--- src/rtl/sync_fifo.sv ---
// Single-clock FIFO with a registered read port, occupancy flags and optional sticky error flags.
// Define SYNC_FIFO_ERR_FLAGS_EN to enable overflow/underflow tracking; otherwise both outputs read 0.
module sync_fifo #(
  parameter int DATA     = 32,
  parameter int DEPTH    = 16,
  parameter int AF_LEVEL = 12
) (
  input  logic                     system_clock,
  input  logic                     reset_n,
  input  logic                     wr_en,
  input  logic [DATA-1:0]          wr_data,
  input  logic                     rd_en,
  output logic [DATA-1:0]          rd_data,
  output logic                     rd_valid,
  output logic                     full,
  output logic                     empty,
  output logic                     almost_full,
  output logic [$clog2(DEPTH):0]   count,
  input  logic                     err_clr,
  output logic                     overflow,
  output logic                     underflow
);

  localparam int AW = $clog2(DEPTH);
  localparam int CW = AW + 1;

  // Handshake: a write is taken when wr_en && !full, a read when rd_en && !empty,
  // both judged on the flags registered before the edge; rejected requests are dropped.
  logic [DATA-1:0] mem [DEPTH];
  logic [AW-1:0]   wr_ptr;
  logic [AW-1:0]   rd_ptr;
  logic            wr_ok;
  logic            rd_ok;

  assign full        = (count == CW'(DEPTH));
  assign empty       = (count == '0);
  assign almost_full = (count >= CW'(AF_LEVEL));

  assign wr_ok = wr_en && !full;
  assign rd_ok = rd_en && !empty;

  // Storage carries no reset; stale words are unreachable once the pointers clear.
  always_ff @(posedge system_clock) begin
    if (wr_ok) begin
      mem[wr_ptr] <= wr_data;
    end
  end

  always_ff @(posedge system_clock or negedge reset_n) begin
    if (!reset_n) begin
      wr_ptr   <= '0;
      rd_ptr   <= '0;
      count    <= '0;
      rd_data  <= '0;
      rd_valid <= 1'b0;
    end else begin
      rd_valid <= rd_ok;
      if (wr_ok) begin
        wr_ptr <= wr_ptr + AW'(1);
      end
      if (rd_ok) begin
        rd_data <= mem[rd_ptr];
        rd_ptr  <= rd_ptr + AW'(1);
      end
      case ({wr_ok, rd_ok})
        2'b10:   count <= count + CW'(1);
        2'b01:   count <= count - CW'(1);
        default: count <= count;
      endcase
    end
  end

`ifdef SYNC_FIFO_ERR_FLAGS_EN
  // A fresh error wins over a clear arriving in the same cycle.
  always_ff @(posedge system_clock or negedge reset_n) begin
    if (!reset_n) begin
      overflow  <= 1'b0;
      underflow <= 1'b0;
    end else begin
      if (wr_en && full) begin
        overflow <= 1'b1;
      end else if (err_clr) begin
        overflow <= 1'b0;
      end
      if (rd_en && empty) begin
        underflow <= 1'b1;
      end else if (err_clr) begin
        underflow <= 1'b0;
      end
    end
  end
`else
  logic unused_err_clr;
  assign unused_err_clr = err_clr;
  assign overflow       = 1'b0;
  assign underflow      = 1'b0;
`endif

endmodule
--- config.mk ---
export PLATFORM = sky130hd
export DESIGN_NAME = sync_fifo
export DESIGN_NICKNAME = d
export VERILOG_FILES = /design/src/rtl/sync_fifo.sv
export SDC_FILE = /design/constraint.sdc
export NUM_CORES = 1
export LEC_CHECK = 0
export CAP_MARGIN = 5
export CORE_MARGIN = 2
export CORE_UTILIZATION = 42
export CTS_BUF_LIST = sky130_fd_sc_hd__clkbuf_4 sky130_fd_sc_hd__clkbuf_8
export DETAILED_ROUTE_END_ITERATION = 10
export PLACE_DENSITY = 0.6
export SLEW_MARGIN = 20
export SYNTH_ARGS = -nofsm -noshare
export SYNTH_HDL_FRONTEND = slang
export SYNTH_SLANG_ARGS = --single-unit
--- constraint.sdc ---
create_clock -name system_clock -period 4.1 [get_ports system_clock]
set_input_delay 0.82 -clock system_clock [delete_from_list [all_inputs] [get_ports system_clock]]
set_output_delay 0.82 -clock system_clock [all_outputs]
set_load 0.01 [all_outputs]
==> results.yml, run 1 <==
clocking:
  cts_tree: "yes"
  clkTransAtPathRegs_ns: 0.06
  h-tree-depth: 3
  cts_root_buf: "clkbuf_8"
  postCtsSetupRepairBufs: 0
  ctsResizeCount: 0
  clock_path_buffers: 3
  cts_sinks: 558
  cts_buffers: 92
  cts_hold_buf: 0
  insertion_delay_ns: 0.69
detailed_routing:
  vias: 10200
  wire_per_inst_um: 24.8
  wirelength_mm: 45.9
  drcViolationCount: 0
  drtIter0Drc: 849
  vias_per_cell: 5.48
  drt_first_pass_iters: 5
  ant_nets: 0
critical_path:
  cpLargestDelayFamily: "simple AND/OR/NAND/NOR gates"
  start_kind: "register"
  cp.buffers_inverters: 1
  cpPeakStageDelay_ns: 0.55
  path_class: "register to output pin"
  cp.required_ns: 3.28
  worstPathMaxFanout: 6
  crit_arrival_ns: 2.31
  reg2reg_depth: 13
  critical_path_depth: 3
  endpoint_kind: "output pin"
  slowest_stage: "or4_4"
  path_cells: "or4_4 -> nor2_1 -> clkdlybuf4s50_1"
yosys:
  synth_edf_count: 512
  synth.most_common_cell: "edfxtp_1"
  syn_area_um2: 21300
  synth.avg_cell_area_um2: 22.3
  ys_seq_area_frac: 0.778
  synth_flop_cell: "edfxtp_1"
  synth_warnings: 0
  yosys.area.top_type: "edfxtp_1"
  ys_types: 36
  synth_seq_cells: 558
  async_flop_share: 0.0824
  yosysTopAreaCellShare: 0.724
  ys_top_cells_by_count: "edfxtp_1 (512), mux4_2 (128), o22ai_1 (61)"
  synthCells: 951
  synth_area_leaders: "edfxtp_1 (72%), mux4_2 (14%), dfrtp_1 (5.4%)"
pwr:
  powerDensity_nw_per_um2: 689
  p_leak_nw: 8.07
  ir_worst_vdd_v: 0.000328
  total_power_mw: 17.2
final_layout:
  fin_area_um2: 25000
  nets: 1151
  area_delta_synth_final_pct: 17.8
  stdcell_count: 1851
  num_antenna_cells: 0
  num-fill-cells: 4158
  drive_gt1_frac: 0.334
timing:
  min_period_over_period: 0.763
  setup_tns_ns: 0
  rsz0062_at_grt: "no"
  max_freq_ghz: 0.320
  hold_viol_final: 0
  finClkSkew_ns: 0.0329
  finalSetupViolCount: 0
  period_minus_slack_ns: 3.13
  drv_slew: 0
  worst_slew_pin_slew_ns: 1.03
  setup_slack_ns: 0.971
  slew_headroom: 0.311
place:
  hpwl_mm: 24.6
  routabilityCongestion: 0.707
  preCtsSetupSlack_ns: 0.722
  place_inst: 1682
  dpl-instance-area_um2: 23100
  port_buffers: 76
floorplanning:
  rows: 82
  dieWidth_um: 229
  die_h_um: 229
  ioPinCount: 80
  start_util: 0.424
  core_area_um2: 50100
  dieArea_um2: 52400
global_routing:
  grt_overflow: 0
  grt_use_total: 0.178
  antenna_found_initial: 3
  grt_pass1_wl_mm: 68.2
  first_global_vias: 10700
  grt_start_max_net_pins: 71
min_path:
  hold_path_class: "input pin to async pin"
outcome:
  status: "finished clean"
job:
  cap_viol_max_count: 0
## where the power goes
| group | internal [mW] | total, mW | switching (mW) | leakage, nW |
|---|---|---|---|---|
| clock | 2.93 | 5.11 | 2.18 | 1.06 |
| combinational | 2.35 | 4.62 | 2.27 | 1.87 |
| sequential | 6.98 | 7.51 | 0.538 | 5.14 |
## kinds of logic (layout without fill, tap and decap cells)
logic type      after synthesis  in the layout  synth area share
flops                       558            558             0.778
mux                         162            162             0.154
compound gates              105            105            0.0303
buf+inv                      65            292            0.0181
simple gates                 40             40           0.00977
fa+ha+maj                    10             10           0.00624
xor+xnor                     10             10           0.00412
other cells                   1              2          0.000176
## layout by cell type (no fill, tap or decap), types with 3 or more instances in the layout
master / count
edfxtp_1: 512
mux4_2: 128
clkbuf_8: 111
clkdlybuf4s50_1: 75
o22ai_1: 61
dfrtp_1: 43
clkbuf_4: 37
mux2_2: 33
a21oi_1: 31
buf_4: 28
nor2_4: 12
buf_12: 11
nand2_1: 10
ha_1: 9
inv_1: 8
clkinv_2: 8
xnor2_1: 7
clkinv_1: 7
nor3_2: 4
o21ai_0: 4
xor2_1: 3
o22ai_2: 3
a21oi_2: 3
inv_8: 3
## layout make-up
type	count	area, µm²	area share
Clock buffer	148	1810	0.0721
Clock inverter	21	176	0.00705
Inverter	8	30.0	0.00120
Multi-Input combinational cell	329	4460	0.178
Sequential cell	558	16500	0.660
Tap cell	672	841	0.0336
Timing Repair Buffer	115	1190	0.0474
## per-layer routing
metal  GRT usage  vias up  part of all wire
met2       0.280      282              0.48
met1       0.251     5470              0.45
met3      0.0368       71             0.055
li1            -     4323                 -
met4      0.0566        6             0.017
met5           0        -           0.00098
## registers in the layout, indices dropped and copies added, names as in the netlist
name      cells
mem         512
rd_data      32
count         5
rd_ptr        4
wr_ptr        4
rd_valid      1
## per-stage QoR
stage	hold slack (ns)	util
after floorplan	0.524	-
after global placement	0.554	0.460
after detailed placement	0.574	0.460
after CTS	0.0317	0.500
after global routing	0.0800	0.500
final	0.0821	0.500
## worst paths after layout
kind                                          from                 endpoint  slack (ns)
min in group system_clock  rd_data[17]$_DFFE_PN0P_  rd_data[17]$_DFFE_PN0P_        0.58
min reg2reg                rd_data[17]$_DFFE_PN0P_  rd_data[17]$_DFFE_PN0P_        0.58
min                                        reset_n   rd_data[9]$_DFFE_PN0P_        0.08
max in group asynchronous                  reset_n    rd_ptr[2]$_DFFE_PN0P_        2.95
max                           count[0]$_DFFE_PN0P_                    empty        0.97
max reg2reg                   count[0]$_DFFE_PN0P_     count[4]$_DFFE_PN0P_        1.10
(Power assumes the default switching activity.)
==> run 2: changes to the inputs <==
==> constraint.sdc (replaced) <==
create_clock -name system_clock -period 2.9 [get_ports system_clock]
set_input_delay 0.58 -clock system_clock [delete_from_list [all_inputs] [get_ports system_clock]]
set_output_delay 0.58 -clock system_clock [all_outputs]
set_load 0.01 [all_outputs]
==> results.yml, run 2 (synthesis results as in run 1) <==
outcome:
  status: "finished clean"
pwr:
  ir_worst_vdd_v: 0.000524
  p_leak_nw: 8.10
  p_seq_frac: 0.435
  p_clk_frac: 0.278
  p_comb_frac: 0.286
  intPower_mw: 17.1
  powerDensity_nw_per_um2: 952
  switching_share: 0.286
  power.switching_mw: 6.86
critical_path:
  cp.required_ns: 3.42
  start_kind: "register"
  cp-endpoint: "count[4]$_DFFE_PN0P_"
  reg2reg_slack_ns: 0.23
  reg2reg_to: "count[4]$_DFFE_PN0P_"
  reg2reg_depth: 12
  crit_arrival_ns: 3.19
  timing.rr.start: "count[0]$_DFFE_PN0P_"
  path_class: "register to register"
  endpoint_kind: "register"
  startpoint: "count[0]$_DFFE_PN0P_"
  worstPathMaxFanout: 6
timing:
  hold_viol_final: 0
  max_freq_ghz: 0.375
  slew_headroom: 0.504
  worst_slew_pin_slew_ns: 0.743
  finClkSkew_ns: 0.0236
  min_period_over_period: 0.919
  drv_slew: 0
  rsz0062_at_grt: "no"
  setup_slack_ns: 0.235
  finalSetupViolCount: 0
  period_minus_slack_ns: 2.67
floorplanning:
  rows: 82
  start_util: 0.424
  die_h_um: 229
  ioPinCount: 80
  core_area_um2: 50100
  dieWidth_um: 229
  dieArea_um2: 52400
detailed_routing:
  drcViolationCount: 0
  drtIter0Drc: 727
  ant_nets: 0
  wire_per_inst_um: 24.0
  vias: 10000
  drt_first_pass_iters: 4
  wirelength_mm: 44.7
  vias_per_cell: 5.39
final_layout:
  reg_top3: "mem: 512 flops, rd_data: 32 flops, count: 5 flops"
  final_common_cell: "edfxtp_1"
  nets: 1165
  seqCellArea_um2: 16500
  area_delta_synth_final_pct: 18.6
  largest_register_ffs: 512
  drive_gt1_frac: 0.336
  layout_common_cells: "edfxtp_1 (512), mux4_2 (128), clkbuf_8 (99)"
  num-fill-cells: 4066
  num_antenna_cells: 0
  stdcell_count: 1861
  top_register: "mem"
  final_util: 0.503
  multi_input_area_um2: 4520
clocking:
  clock_path_buffers: 3
  cts_tree: "yes"
  h-tree-depth: 3
  cts_root_buf: "clkbuf_8"
  cts_sinks: 558
  postCtsSetupRepairBufs: 0
  cts_buffers: 91
  insertion_delay_ns: 0.65
  clkTransAtPathRegs_ns: 0.06
place:
  place_inst: 1696
  hpwl_mm: 25.2
  port_buffers: 76
  routabilityCongestion: 0.701
  preCtsSetupSlack_ns: 0.104
global_routing:
  first_global_vias: 10700
  grt_start_max_net_pins: 54
  grt_overflow: 0
  antenna_found_initial: 1
  grt_use_total: 0.175
  grt_pass1_wl_mm: 67.4
job:
  cap_viol_max_count: 0
min_path:
  hold_path_class: "register to register"
[run 2: per-stage QoR]
stage	hold WS (ns)	cell area [µm²]	TNS (ns)	power [mW]
6_report	0.532	25200	0	24.0
3_3_place_gp	0.550	23400	0	17.6
2_1_floorplan	0.284	21300	-18.00	15.1
5_1_grt	0.553	25200	0	25.2
4_1_cts	0.503	25200	0	24.4
3_5_place_dp	0.557	23400	0	17.6
[run 2: per-layer routing]
metal / routed length (µm) / track usage / vias up
met5: 14 / 0 / -
met4: 682 / 0.0538 / 2
met3: 2090 / 0.0323 / 55
met2: 21800 / 0.282 / 261
met1: 20200 / 0.246 / 5371
li1: - / - / 4350
[run 2: how the worst min path moves through the flow]
stage / from / end / cells after the start
floorplan: reset_n / count[0]$_DFFE_PN0P_ / 0
global placement: rd_data[11]$_DFFE_PN0P_ / rd_data[11]$_DFFE_PN0P_ / 2
detailed placement: rd_data[16]$_DFFE_PN0P_ / rd_data[16]$_DFFE_PN0P_ / 2
CTS: reset_n / count[1]$_DFFE_PN0P_ / 2
global route: count[0]$_DFFE_PN0P_ / count[0]$_DFFE_PN0P_ / 1
finish: count[0]$_DFFE_PN0P_ / count[0]$_DFFE_PN0P_ / 1
[run 2: worst max-delay path, cell delays in order (launching register included)]
cell and delay [ns]:
dfrtp_2 0.44, nor4_1 0.27, nand2_1 0.10, and2_1 0.19
inv_1 0.11, ha_4 0.18, inv_2 0.05, fa_2 0.34
nor2b_1 0.12, o21ai_1 0.08, nand3_1 0.08, or3b_2 0.45
xnor2_1 0.13
[run 2: layout make-up]
cell class                      instances  share of cell area
Clock buffer                          143              0.0672
Clock inverter                         21             0.00457
Inverter                                8             0.00119
Multi-Input combinational cell        329               0.179
Sequential cell                       558               0.656
Tap cell                              672              0.0334
Timing Repair Buffer                  130              0.0581
[run 2: power by group through the flow]
stage	clock network, mW	logic, mW	registers, mW
detailed placement	0	7.03	10.6
global route	7.19	7.42	10.5
global placement	0	6.98	10.6
CTS	6.85	7.05	10.5
finish	6.68	6.87	10.4
floorplan	0	4.65	10.4
[run 2: what timing repair did]
action | 4_1_cts | 5_1_grt
hold buffers | 1 | 0
endpoints found under the hold margin | 19 | 0
resized for setup | 2 | 0
setup endpoints to repair | 1 | 0
